--- src/rtl/ifetch_queue_if.sv ---
// ifetch_queue_if: icache fetch handshake plus decoder-side dequeue port.
//   req_valid/req_pc      fetch request, held until the response arrives
//   resp_valid/resp_ins   icache response strobe and fetched word
//   deq_valid/deq_ready   queue head handshake with the decoder
//   deq_ins/deq_pc/deq_pred_pc/deq_is_c   head entry contents
// The master modport is the fetch queue; slave is the icache/decoder side.
interface ifetch_queue_if;
    logic        req_valid;
    logic [31:0] req_pc;
    logic        resp_valid;
    logic [31:0] resp_ins;
    logic        deq_valid;
    logic        deq_ready;
    logic [31:0] deq_ins;
    logic [31:0] deq_pc;
    logic [31:0] deq_pred_pc;
    logic        deq_is_c;

    modport master (
        output req_valid, req_pc,
        input  resp_valid, resp_ins,
        output deq_valid, deq_ins, deq_pc, deq_pred_pc, deq_is_c,
        input  deq_ready
    );

    modport slave (
        input  req_valid, req_pc,
        output resp_valid, resp_ins,
        input  deq_valid, deq_ins, deq_pc, deq_pred_pc, deq_is_c,
        output deq_ready
    );
endinterface

--- src/rtl/ifetch_queue.sv ---
// ifetch_queue: instruction fetch sequencer feeding a circular decode queue.
//   clk_in       system clock
//   rst_in       asynchronous active-low reset
//   rdy_in       global ready; low freezes all state
//   bus          fetch request/response and dequeue handshake (master side)
//   bp_ins/bp_pc current response word and its address, to the predictor
//   pred_pc      predictor next-PC for bp_ins (same cycle)
//   flush_valid/flush_pc   redirect from the ROB, empties the queue
//   jalr_valid/jalr_pc     resolved indirect-jump target
//   q_count      occupied queue entries
module ifetch_queue #(
    parameter int          QUEUE_DEPTH = 4,
    parameter logic [31:0] RESET_PC    = 32'h0,
    parameter bit          RVC_EN      = 1'b1
) (
    input  logic                         clk_in,
    input  logic                         rst_in,
    input  logic                         rdy_in,
    ifetch_queue_if.master               bus,
    output logic [31:0]                  bp_ins,
    output logic [31:0]                  bp_pc,
    input  logic [31:0]                  pred_pc,
    input  logic                         flush_valid,
    input  logic [31:0]                  flush_pc,
    input  logic                         jalr_valid,
    input  logic [31:0]                  jalr_pc,
    output logic [$clog2(QUEUE_DEPTH):0] q_count
);
    localparam int AW = $clog2(QUEUE_DEPTH);
    localparam int CW = AW + 1;

    typedef enum logic [1:0] {IDLE, WAIT_RESP, WAIT_JALR} state_t;

    state_t        state, state_d;
    logic [31:0]   pc, pc_d;
    logic          req_valid, req_valid_d;
    logic [31:0]   req_pc, req_pc_d;
    logic [AW-1:0] head, tail;
    logic [CW-1:0] count, count_d;
    logic          enq, pop, clr, full, nonempty;

    logic [31:0] ins_q  [QUEUE_DEPTH];
    logic [31:0] pc_q   [QUEUE_DEPTH];
    logic [31:0] npc_q  [QUEUE_DEPTH];
    logic        c_q    [QUEUE_DEPTH];

    logic [31:0] ins, j_imm, cj_imm, next_pc;
    logic        is_c, is_jal, is_cj, is_jr;

    // Bit 0 of every redirect/prediction is forced to zero, so it is never read.
    logic unused;
    assign unused = ^{pred_pc[0], flush_pc[0], jalr_pc[0]};

    assign ins    = bus.resp_ins;
    assign bp_ins = ins;
    assign bp_pc  = pc;

    // Instruction length and control-flow decode of the response word.
    assign is_c   = RVC_EN && ins[1:0] != 2'b11;
    assign is_jal = ins[6:0] == 7'b1101111;
    // C.J (funct3 101) and C.JAL (funct3 001) share funct3[1:0] == 01.
    assign is_cj  = is_c && ins[1:0] == 2'b01 && ins[14:13] == 2'b01;
    assign is_jr  = ins[6:0] == 7'b1100111 ||
                    (is_c && ins[1:0] == 2'b10 && ins[15:13] == 3'b100 &&
                     ins[11:7] != 5'd0 && ins[6:2] == 5'd0);
    assign j_imm  = {{12{ins[31]}}, ins[19:12], ins[20], ins[30:21], 1'b0};
    assign cj_imm = {{20{ins[12]}}, ins[12], ins[8], ins[10:9], ins[6], ins[7],
                     ins[2], ins[11], ins[5:3], 1'b0};

    // Indirect jumps record the fall-through address; the real target comes via jalr_pc.
    assign next_pc = is_jal ? pc + j_imm :
                     is_cj  ? pc + cj_imm :
                     is_jr  ? pc + (is_c ? 32'd2 : 32'd4) :
                              {pred_pc[31:1], 1'b0};

    assign full     = count == CW'(QUEUE_DEPTH);
    assign nonempty = count != '0;
    assign pop      = nonempty && bus.deq_ready && !clr;
    assign count_d  = (enq == pop) ? count : enq ? count + CW'(1) : count - CW'(1);

    always_comb begin
        state_d     = state;
        pc_d        = pc;
        req_valid_d = req_valid;
        req_pc_d    = req_pc;
        enq         = 1'b0;
        clr         = 1'b0;
        if (flush_valid) begin
            state_d     = IDLE;
            pc_d        = {flush_pc[31:1], 1'b0};
            req_valid_d = 1'b0;
            clr         = 1'b1;
        end else begin
            case (state)
                IDLE: if (!full) begin
                    req_valid_d = 1'b1;
                    req_pc_d    = pc;
                    state_d     = WAIT_RESP;
                end
                WAIT_RESP: if (bus.resp_valid) begin
                    req_valid_d = 1'b0;
                    enq         = 1'b1;
                    pc_d        = next_pc;
                    state_d     = is_jr ? WAIT_JALR : IDLE;
                end
                WAIT_JALR: if (jalr_valid) begin
                    pc_d    = {jalr_pc[31:1], 1'b0};
                    state_d = IDLE;
                end
                default: state_d = IDLE;
            endcase
        end
    end

    always_ff @(posedge clk_in or negedge rst_in) begin
        if (!rst_in) begin
            state     <= IDLE;
            pc        <= RESET_PC;
            req_valid <= 1'b0;
            req_pc    <= '0;
            head      <= '0;
            tail      <= '0;
            count     <= '0;
        end else if (rdy_in) begin
            state     <= state_d;
            pc        <= pc_d;
            req_valid <= req_valid_d;
            req_pc    <= req_pc_d;
            head      <= clr ? '0 : pop ? head + AW'(1) : head;
            tail      <= clr ? '0 : enq ? tail + AW'(1) : tail;
            count     <= clr ? '0 : count_d;
        end
    end

    // Entry storage needs no reset: the head is masked to zero while empty.
    always_ff @(posedge clk_in) begin
        if (rdy_in && enq) begin
            ins_q[tail] <= ins;
            pc_q[tail]  <= pc;
            npc_q[tail] <= next_pc;
            c_q[tail]   <= is_c;
        end
    end

    assign bus.req_valid   = req_valid;
    assign bus.req_pc      = req_pc;
    assign bus.deq_valid   = nonempty;
    assign bus.deq_ins     = nonempty ? ins_q[head] : '0;
    assign bus.deq_pc      = nonempty ? pc_q[head] : '0;
    assign bus.deq_pred_pc = nonempty ? npc_q[head] : '0;
    assign bus.deq_is_c    = nonempty && c_q[head];
    assign q_count         = count;
endmodule
--- src/flat_wrapper.sv ---
// flat-port wrapper written by rule: the top's interface ports become plain ports
module ifetch_queue_flat 
#(
    parameter int          QUEUE_DEPTH = 4,
    parameter logic [31:0] RESET_PC    = 32'h0,
    parameter bit          RVC_EN      = 1'b1
)
  (clk_in, rst_in, rdy_in, bp_ins, bp_pc, pred_pc, flush_valid, flush_pc, jalr_valid, jalr_pc, q_count, bus_req_valid, bus_req_pc, bus_resp_valid, bus_resp_ins, bus_deq_valid, bus_deq_ins, bus_deq_pc, bus_deq_pred_pc, bus_deq_is_c, bus_deq_ready);
  ifetch_queue_if bus_i ();
  input  logic clk_in;
  input  logic rst_in;
  input  logic rdy_in;
  output logic [31:0] bp_ins;
  output logic [31:0] bp_pc;
  input  logic [31:0] pred_pc;
  input  logic flush_valid;
  input  logic [31:0] flush_pc;
  input  logic jalr_valid;
  input  logic [31:0] jalr_pc;
  output logic [$clog2(QUEUE_DEPTH):0] q_count;
  output wire logic [$bits(bus_i.req_valid)-1:0] bus_req_valid;
  output wire logic [$bits(bus_i.req_pc)-1:0] bus_req_pc;
  input wire logic [$bits(bus_i.resp_valid)-1:0] bus_resp_valid;
  input wire logic [$bits(bus_i.resp_ins)-1:0] bus_resp_ins;
  output wire logic [$bits(bus_i.deq_valid)-1:0] bus_deq_valid;
  output wire logic [$bits(bus_i.deq_ins)-1:0] bus_deq_ins;
  output wire logic [$bits(bus_i.deq_pc)-1:0] bus_deq_pc;
  output wire logic [$bits(bus_i.deq_pred_pc)-1:0] bus_deq_pred_pc;
  output wire logic [$bits(bus_i.deq_is_c)-1:0] bus_deq_is_c;
  input wire logic [$bits(bus_i.deq_ready)-1:0] bus_deq_ready;
  assign bus_req_valid = bus_i.req_valid;
  assign bus_req_pc = bus_i.req_pc;
  assign bus_i.resp_valid = bus_resp_valid;
  assign bus_i.resp_ins = bus_resp_ins;
  assign bus_deq_valid = bus_i.deq_valid;
  assign bus_deq_ins = bus_i.deq_ins;
  assign bus_deq_pc = bus_i.deq_pc;
  assign bus_deq_pred_pc = bus_i.deq_pred_pc;
  assign bus_deq_is_c = bus_i.deq_is_c;
  assign bus_i.deq_ready = bus_deq_ready;
  ifetch_queue #(.QUEUE_DEPTH(QUEUE_DEPTH), .RESET_PC(RESET_PC), .RVC_EN(RVC_EN)) u_core (.clk_in(clk_in), .rst_in(rst_in), .rdy_in(rdy_in), .bus(bus_i), .bp_ins(bp_ins), .bp_pc(bp_pc), .pred_pc(pred_pc), .flush_valid(flush_valid), .flush_pc(flush_pc), .jalr_valid(jalr_valid), .jalr_pc(jalr_pc), .q_count(q_count));
endmodule
--- config.mk ---
export PLATFORM = sky130hd
export DESIGN_NAME = ifetch_queue_flat
export DESIGN_NICKNAME = d
export VERILOG_FILES = /design/src/rtl/ifetch_queue_if.sv /design/src/rtl/ifetch_queue.sv /design/src/flat_wrapper.sv
export SDC_FILE = /design/constraint.sdc
export NUM_CORES = 1
export LEC_CHECK = 0
export CAP_MARGIN = 0
export CORE_MARGIN = 2
export CORE_UTILIZATION = 30
export DETAILED_ROUTE_END_ITERATION = 6
export GPL_TIMING_DRIVEN = 1
export PLACE_DENSITY = 0.6
export SETUP_SLACK_MARGIN = 0.1
export SKIP_CTS_REPAIR_TIMING = 1
export SYNTH_ARGS = -nofsm -noshare
export SYNTH_HDL_FRONTEND = slang
export SYNTH_SLANG_ARGS = --single-unit
--- constraint.sdc ---
create_clock -name clk_in -period 4.9 [get_ports clk_in]
set_input_delay 1.47 -clock clk_in [delete_from_list [all_inputs] [get_ports clk_in]]
set_output_delay 1.47 -clock clk_in [all_outputs]
set_load 0.005 [all_outputs]
# ---- After elaboration in Yosys (flattened, before gate mapping)
# Memories as Yosys holds them, arrays and structs flattened.
# Cells that the tools add are included.
dict set report op_classes {
  n_mux 34
  reduce_logical 27
  mul 0
  n_eq_ne 15
  n_bitwise 2
  div_mod_pow 0
  add_sub_neg 7
  magnitude_cmp 0
  shifts 0
}
# cell n
set ops {}
lappend ops {{32-bit 2-to-1 mux} 9}
lappend ops {{32-bit adder} 3}
lappend ops {{32-bit one-hot mux with 2 select lines} 1}
lappend ops {{2-bit 2-to-1 mux} 9}
lappend ops {{4-bit AND reduction} 4}
lappend ops {{7-bit equality test (second input constant)} 2}
lappend ops {{3-bit 2-to-1 mux} 4}
lappend ops {{1-bit logical AND} 10}
lappend ops {{1-bit 2-to-1 mux} 9}
lappend ops {{3-bit inequality test (second input constant)} 3}
lappend ops {{3-bit nonzero test} 3}
lappend ops {{2-bit by 1-bit equality test with 1-bit output (second input constant)} 3}
lappend ops {{3-bit equality test (second input constant)} 2}
lappend ops {{2-bit one-hot mux with 3 select lines} 1}
lappend ops {{2-bit AND reduction} 3}
lappend ops {{5-bit zero test} 1}
lappend ops {{5-bit nonzero test} 1}
lappend ops {{2-bit by 1-bit adder with 2-bit output (second input constant)} 2}
lappend ops {{2-bit equality test (second input constant)} 2}
lappend ops {{2-bit nonzero test} 2}
lappend ops {{3-bit by 1-bit adder with 3-bit output (second input constant)} 1}
lappend ops {{3-bit by 1-bit subtractor with 3-bit output (second input constant)} 1}
lappend ops {{2-bit zero test} 1}
lappend ops {{2-bit by 1-bit inequality test with 1-bit output (second input constant)} 1}
lappend ops {{other kinds (6)} 7}
dict set report totals {
  mem_bits_rw 388
  out_inout_bits 198
  latchBits 0
  mem_bits_ro 0
  ff_bits 74
  mem_count 4
  wordCells 96
}
# memory words word_bits rd rd_clocked_by_memory_dff wr line
set memory_table {}
lappend memory_table {u_core.ins_q 4 32 1 0 1 ifetch_queue.sv:42} ;# logic [31:0] ins_q [QUEUE_DEPTH];
lappend memory_table {u_core.npc_q 4 32 1 0 1 ifetch_queue.sv:44} ;# logic [31:0] npc_q [QUEUE_DEPTH];
lappend memory_table {u_core.pc_q 4 32 1 0 1 ifetch_queue.sv:43} ;# logic [31:0] pc_q [QUEUE_DEPTH];
lappend memory_table {u_core.c_q 4 1 1 0 1 ifetch_queue.sv:45} ;# logic c_q [QUEUE_DEPTH];

# ---- Logic depth before layout (Yosys ltp)
# Gate-level depths: netlist (run 1).
dict set report logic_depth {
  word_depth 12
  depth_mapped 14
  mapped_depth_nobuf 13
}

# ---- Worst setup path after synthesis (run 1)
# No wires, ideal clock.
dict set report synth_timing {
  path_kind {input -> register}
  startpoint {input port rdy_in}
  endpoint {memory u_core.c_q[0], enable pin}
  stages 5
  arrival_time_ps 4829
  slack_ps -395
  path_cell_list {clkbuf_1 inv_1 nor3_1 clkbuf_1 and2_1}
}
dict set report synth_via {
  elab_chain_len 3
}
# element line
set synth_rtl {}
lappend synth_rtl {{from (decl)} flat_wrapper.sv:12} ;# input logic rdy_in;
lappend synth_rtl {{1-bit logical AND} ifetch_queue.sv:137} ;# if (rdy_in && enq) begin
lappend synth_rtl {{1-bit 2-to-1 mux} ifetch_queue.sv:137}
lappend synth_rtl {{1-bit 2-to-1 mux (implied by the code)} ifetch_queue.sv:141} ;# c_q[tail] <= is_c;
lappend synth_rtl {{to (decl)} ifetch_queue.sv:45}
# No other way between the ends.

# ---- Worst setup path after layout (run 1)
dict set report layout_timing {
  startpoint {input port bus_resp_ins[12]}
  endpoint {output port bp_ins[12]}
}
# element line
set layout_lines {}
lappend layout_lines {{from (decl)} flat_wrapper.sv:24} ;# input wire logic [$bits(bus_i.resp_ins)-1:0] bus_resp_ins;
lappend layout_lines {{to (decl)} flat_wrapper.sv:13} ;# output logic [31:0] bp_ins;
# No word-level cell between the ends.

==> results of run 1 <==
==> power breakdown <==
group	internal [mW]	switching [mW]	leakage, nW	total, mW
sequential	4.57	0.358	4.46	4.93
clock	2.39	1.60	0.854	3.99
combinational	2.89	2.45	5.37	5.34
==> tightest hold or removal path, delay by kind of cell (launching register included) <==
family / cells / cell delay [ns]
flip-flops: 1 / 0.35
AO/OA/AOI/OAI: 1 / 0.06
AND/OR/NAND/NOR: 1 / 0.05
==> flip-flops by register name, summed over array words and instances, names as in the netlist, 3 cells and up <==
| signal | count |
|---|---|
| u_core.ins_q | 128 |
| u_core.npc_q | 128 |
| u_core.pc_q | 128 |
| u_core.bp_pc | 32 |
| u_core.bus.req_pc | 32 |
| u_core.c_q | 4 |
| u_core.q_count | 3 |
==> worst max path at each step <==
| stage | from | slack, ns | endpoint | cells after the start |
|---|---|---|---|---|
| after floorplan | bus_resp_ins[0] | 0.57 | u_core.bp_pc[21] | 14 |
| after global placement | bus_resp_ins[1] | -0.19 | u_core.bp_pc[19] | 14 |
| after detailed placement | bus_resp_ins[1] | -0.21 | u_core.npc_q[3][29] | 13 |
| after CTS | bus_resp_ins[12] | 0.32 | bp_ins[12] | 5 |
| after global routing | bus_resp_ins[0] | 0.11 | u_core.bp_pc[30] | 13 |
| final | bus_resp_ins[12] | 0.33 | bp_ins[12] | 5 |
==> layout by cell type (no fill, tap or decap), types with 38 or more instances in the layout <==
cell type | netlist | routed
nor2_1 | 106 | 106
inv_1 | 38 | 38
clkbuf_16 | 0 | 52
ha_1 | 65 | 65
mux4_2 | 97 | 97
o21ai_0 | 57 | 57
edfxtp_1 | 388 | 388
buf_4 | 32 | 136
xnor2_1 | 41 | 41
and2_1 | 104 | 100
nand2_1 | 83 | 82
clkdlybuf4s50_1 | 0 | 327
a21oi_1 | 90 | 89
dfrtp_1 | 74 | 72
==> layer usage <==
layer / wire (µm) / track usage, % / vias to the layer above
met3: 5320 / 4.06 / 92
met1: 32800 / 25.3 / 8332
li1: - / - / 7428
met4: 1840 / 4.96 / 6
met2: 36800 / 31.6 / 594
met5: 40 / 0 / -
==> cell type report <==
| type | count | share of cell area [%] |
|---|---|---|
| antenna | 2 | 0.0165 |
| multi-input combinational | 1086 | 29.6 |
| clock buffer | 74 | 4.79 |
| clock inverter | 21 | 1.03 |
| timing repair buffer | 481 | 15.3 |
| tap | 1030 | 4.25 |
| inverter | 38 | 0.470 |
| sequential | 462 | 44.5 |
==> logic make-up after synthesis <==
family                   Yosys count
AO/OA/AOI/OAI                    375
XOR/XNOR                          72
adder cells (fa/ha/maj)           69
buffers and inverters            167
flip-flops                       462
multiplexers                     136
AND/OR/NAND/NOR                  434
==> results.tsv, run 1 <==
stage	metric	value	unit
route	drc	0	
timing	slew_viol_final	0	
synthesis	synth_fa_ha_area_share	3.85	%
synthesis	netlist_area	23200	µm²
timing	clock_skew	0.0356	ns
synthesis	synth.avg_cell_area	13.5	µm²
place	post-place-cells	3097	
die	die_x	282	µm
power_and_ir_drop	power_density	470	nW/µm²
die	dieArea	79600	µm²
hold_path	hold_start	u_core.bus.req_pc[22]	
cells_and_area	layout.cells.non_filler	3194	
synthesis	synthTopCellsByArea	edfxtp_1 (50%), mux4_2 (9.4%), dfrtp_1 (8.0%)	
worst_setup_path	worstPathMaxFanout	11	
cells_and_area	postLayoutCellArea	30300	µm²
grt	antenna_found_initial	5	
timing	max_freq	0.219	GHz
hold_path	min_delay_path_depth	2	
status	status	complete, no violations	
clock_network	cts_sinks	462	
synthesis	synthXorXnorAreaFrac	2.72	%
cells_and_area	fillers	7161	
die	num_rows	101	
route	first_pass_iters	5	
synthesis	synthMuxAreaShare	11.2	%
synthesis	yosysSeqAreaShare	58.2	%
job	maxCapViolations	0	
clock_network	clock-root-buffer	clkbuf_16	
grt	grt_overflow_total	0	
worst_setup_path	critical_path_arrival	3.10	ns
worst_setup_path	endpoint_kind	primary output	
synthesis	synth_ff_type	edfxtp_1	
synthesis	synth_compound_area_share	11.0	%
hold_path	hold_class	flop to flop	
timing	period_needed	4.57	ns
hold_path	hold_end	u_core.bus.req_pc[22]	
route	antenna_left	0	
clock_network	numCtsBuffers	51	
clock_network	clockBufferDepth	3	
die	design.core.area	76200	µm²
clock_network	path_clk_slew	0.06	ns
worst_setup_path	start_kind	input port	
worst_setup_path	cp.buffers_inverters	5	
worst_setup_path	worstPathCellList	clkdlybuf4s50_1, buf_12, buf_4, buf_4, clkdlybuf4s50_1	
route	avgRoutedWirePerCell	24.1	µm
timing	rsz0062_at_grt	no	
cells_and_area	syn_to_final_growth	30.8	%
worst_setup_path	r2r-end	u_core.npc_q[3][29]	
synthesis	synth_top_family_by_area	multiplexers	
synthesis	synth_seq_cells	462	
synthesis	synth-edff-count	388	
cells_and_area	nNetsFinal	2324	
cells_and_area	multi_input_comb_area	8990	µm²
timing	hold_ws	0.491	ns
synthesis	synthArstFlopShare	16.0	%
timing	slew_headroom	37.2	%
timing	tightest_slew	0.942	ns
place	gp_congestion	0.884	
clock_network	clk_latency	0.60	ns
worst_setup_path	critPathKind	input port to primary output	
synthesis	syn-num-nets	1919	
timing	timing.setup.tns	0	ns
grt	grt_use_total	19.1	%
place	pre_cts_slack	-0.210	ns
die	start_util	30.4	%
worst_setup_path	crit_required	3.43	ns
worst_setup_path	slowest_delay	0.57	ns
synthesis	yosys_warnings	0	
power_and_ir_drop	power.leakage	10.7	nW
clock_network	htreeDepth	2	
route	drt_iter0_drc	1442	
die	die_y	282	µm
grt	grt_first_pass_wirelength	111000	µm
cells_and_area	regArea	13500	µm²
cells_and_area	post_route_cells_drive_above_1_share	17.8	%
synthesis	synth_commonest_cells	edfxtp_1 (388), nor2_1 (106), and2_1 (104), mux4_2 (97), a21oi_1 (90)	
synthesis	yosysTopAreaCell	edfxtp_1	
timing	setup_viol	0	
die	ioPinCount	333	
timing	hold_viol_final	0	
worst_setup_path	crit_family	buffers and inverters	
worst_setup_path	worstRegToRegCells	10	
power_and_ir_drop	p_total	14.3	mW
worst_setup_path	rrSetupSlack	1.16	ns
clock_network	cts_tree	built	
synthesis	yosysTopAreaCellShare	50.2	%
grt	grt_max_degree	67	
worst_setup_path	worstReg2RegStart	u_core.bp_pc[2]	
timing	setup_ws	0.331	ns
route	viasPerCell	5.15	
synthesis	syn_inst	1715	
timing	min_period_over_period	93.2	%
place	dp_hpwl	55400	µm
synthesis	synth.most_common_cell	edfxtp_1	
synthesis	yosysUniqueCellTypes	76	
route	drt-total-wl	76800	µm
synthesis	synth-simple-area-share	9.68	%
place	post_dp_cell_area	28600	µm²
worst_setup_path	critPathSlowestCell	clkdlybuf4s50_1	
place	portBuffers	329	
route	vias	16452	
cells_and_area	fin_util	39.8	%
power_and_ir_drop	ir_drop	234	µV
grt	first_global_vias	16354	
Note: power is estimated with default switching activity, not from simulation.
==> run 2: changes to the inputs <==
Settings changed: CTS_BUF_LIST set to sky130_fd_sc_hd__clkbuf_16, CTS_CLUSTER_DIAMETER set to 40.
==> run 2 against run 1 <==
Net effect:
- cell count up 1.0%
- global-route usage up 0.13 points
- worst hold slack better by 0.0021 ns
- critical path type unchanged
==> results.tsv, run 2 (synthesized netlist as in run 1, its figures left out) <==
stage	metric	value	unit	change
clock_network	cts_sinks	462		unchanged
die	ioPinCount	333		unchanged
cells_and_area	nNetsFinal	2343		was 2324
clock_network	numCtsBuffers	70		was 51
die	num_rows	101		unchanged
timing	slew_viol_final	0		unchanged
place	dp_hpwl	55400	µm	unchanged
timing	rsz0062_at_grt	no		unchanged
route	vias	16618		was 16452
grt	first_global_vias	16646		was 16354
power_and_ir_drop	sw_frac_of_total	31.3	%	was 30.9%
clock_network	clockBufferDepth	3		unchanged
place	post-place-cells	3097		unchanged
cells_and_area	post_route_cells_drive_above_1_share	19.4	%	was 17.8%
job	maxCapViolations	0		unchanged
clock_network	clock-root-buffer	clkbuf_16		unchanged
die	die_y	282	µm	unchanged
worst_setup_path	rrSetupSlack	1.12	ns	was 1.16 ns
timing	setup_ws	0.328	ns	was 0.331 ns
grt	grt_use_total	19.2	%	was 19.1%
cells_and_area	fillers	7117		was 7161
die	die_x	282	µm	unchanged
timing	clock_skew	0.0210	ns	was 0.0356 ns
power_and_ir_drop	p_total	15.3	mW	was 14.3 mW
clock_network	clk_latency	0.62	ns	was 0.60 ns
cells_and_area	final_common_cell	edfxtp_1		unchanged
grt	antenna_found_initial	4		was 5
power_and_ir_drop	power_density	494	nW/µm²	was 470 nW/µm²
power_and_ir_drop	power.leakage	11.0	nW	was 10.7 nW
power_and_ir_drop	p_int	10.5	mW	was 9.86 mW
route	antenna_left	0		unchanged
route	drt_iter0_drc	1384		was 1442
worst_setup_path	crit_required	3.43	ns	about the same
timing	period_needed	4.57	ns	about the same
worst_setup_path	worstRegToRegCells	10		unchanged
clock_network	path_clk_slew	0.05	ns	was 0.06 ns
place	gp_congestion	0.884		unchanged
timing	hold_viol_final	0		unchanged
worst_setup_path	critPathKind	input port to primary output		unchanged
die	start_util	30.4	%	unchanged
hold_path	hold_class	flop to flop		unchanged
route	avgRoutedWirePerCell	23.9	µm	was 24.1 µm
power_and_ir_drop	p_sw	4.78	mW	was 4.41 mW
timing	setup_viol	0		unchanged
timing	tightest_slew	0.939	ns	was 0.942 ns
cells_and_area	most-common-layout-cells	edfxtp_1 (388), clkdlybuf4s50_1 (327), buf_4 (136)		unchanged
hold_path	hold_start	u_core.bus.req_pc[14]		was u_core.bus.req_pc[22]
status	status	complete, no violations		unchanged
worst_setup_path	r2r-end	u_core.npc_q[2][29]		was u_core.npc_q[3][29]
worst_setup_path	worstPathMaxFanout	11		unchanged
hold_path	min_delay_path_depth	2		unchanged
worst_setup_path	endpoint_kind	primary output		unchanged
power_and_ir_drop	comb_power_share	34.9	%	was 37.5%
power_and_ir_drop	seqPwrFrac	32.3	%	was 34.5%
route	drt-total-wl	77200	µm	was 76800 µm
power_and_ir_drop	power_frac_clock	32.8	%	was 28.0%
route	first_pass_iters	6		was 5
clock_network	cts_tree	built		unchanged
worst_setup_path	critical_path_arrival	3.10	ns	about the same
grt	grt_max_degree	67		unchanged
clock_network	htreeDepth	3		was 2
place	portBuffers	329		unchanged
worst_setup_path	start_kind	input port		unchanged
route	drc	0		unchanged
cells_and_area	top_regs	u_core.ins_q x128, u_core.npc_q x128, u_core.pc_q x128		unchanged
die	design.core.area	76200	µm²	unchanged
route	viasPerCell	5.15		about the same
place	pre_cts_slack	-0.210	ns	unchanged
worst_setup_path	worstReg2RegStart	u_core.bp_pc[2]		unchanged
timing	slew_headroom	37.4	%	was 37.2%
die	dieArea	79600	µm²	unchanged
timing	min_period_over_period	93.3	%	was 93.2%
grt	grt_overflow_total	0		unchanged
power_and_ir_drop	ir_drop	271	µV	was 234 µV
timing	max_freq	0.219	GHz	about the same
hold_path	hold_end	u_core.bus.req_pc[14]		was u_core.bus.req_pc[22]
cells_and_area	syn_to_final_growth	33.7	%	was 30.8%
grt	grt_first_pass_wirelength	111000	µm	about the same
cells_and_area	layout.cells.non_filler	3227		was 3194
-- run 2: cell count changes in the layout (fill, tap and decap cells not counted), sizes merged --
cell,previous run,this run
clkbuf,74,71
clkinv,10,29
clkinvlp,2,6
diode,2,1
inv,41,55
-- run 2: worst max path at each step --
stage | from | end
6_report | bus_resp_ins[12] | bp_ins[12]
5_1_grt | bus_resp_ins[0] | u_core.bp_pc[19]
4_1_cts | bus_resp_ins[12] | bp_ins[12]
3_5_place_dp | bus_resp_ins[1] | u_core.npc_q[3][29]
3_3_place_gp | bus_resp_ins[1] | u_core.bp_pc[19]
2_1_floorplan | bus_resp_ins[0] | u_core.bp_pc[21]
-- run 2: metrics by stage --
step | setup TNS (ns) | hold slack [ns] | util [%] | instance area [µm²]
after floorplan | 0 | 0.473 | - | 23200
after CTS | 0 | 0.492 | 40.7 | 31000
after detailed placement | -6.24 | 0.476 | 37.5 | 28600
after global placement | -4.77 | 0.468 | 37.5 | 28600
final | 0 | 0.493 | 40.7 | 31000
after global routing | 0 | 0.506 | 40.7 | 31000
-- run 2: worst max-delay path, cell delays in order --
cell             delay [ns]
clkdlybuf4s50_1        0.51
buf_12                 0.15
buf_4                  0.16
buf_4                  0.22
clkdlybuf4s50_1        0.57
-- run 2: final cells by class --
| type | instances | area [µm²] | area share, % |
|---|---|---|---|
| inverter | 38 | 143 | 0.460 |
| tap | 1030 | 1290 | 4.16 |
| clock buffer | 71 | 1780 | 5.73 |
| antenna | 1 | 2.50 | 0.00807 |
| sequential | 462 | 13500 | 43.6 |
| clock inverter | 58 | 648 | 2.09 |
| timing repair buffer | 481 | 4640 | 15.0 |
| multi-input combinational | 1086 | 8990 | 29.0 |
-- run 2: layer usage --
| layer | wire, µm | global-route usage, % | up-vias | part of all wire, % |
|---|---|---|---|---|
| li1 | - | - | 7499 | - |
| met1 | 32400 | 25.1 | 8395 | 42 |
| met2 | 37100 | 31.7 | 611 | 48 |
| met3 | 5660 | 4.23 | 107 | 7.3 |
| met4 | 1980 | 6.01 | 6 | 2.6 |
| met5 | 38 | 0 | - | 0.049 |
-- run 2: power groups by stage --
stage          sequential, mW  clock, mW  combinational [mW]
2_1_floorplan            4.86          0                2.71
3_5_place_dp             5.01          0                5.42
5_1_grt                  4.96       5.28                5.79
6_report                 4.94       5.02                5.35
4_1_cts                  4.93       5.13                5.45
3_3_place_gp             4.99          0                5.40
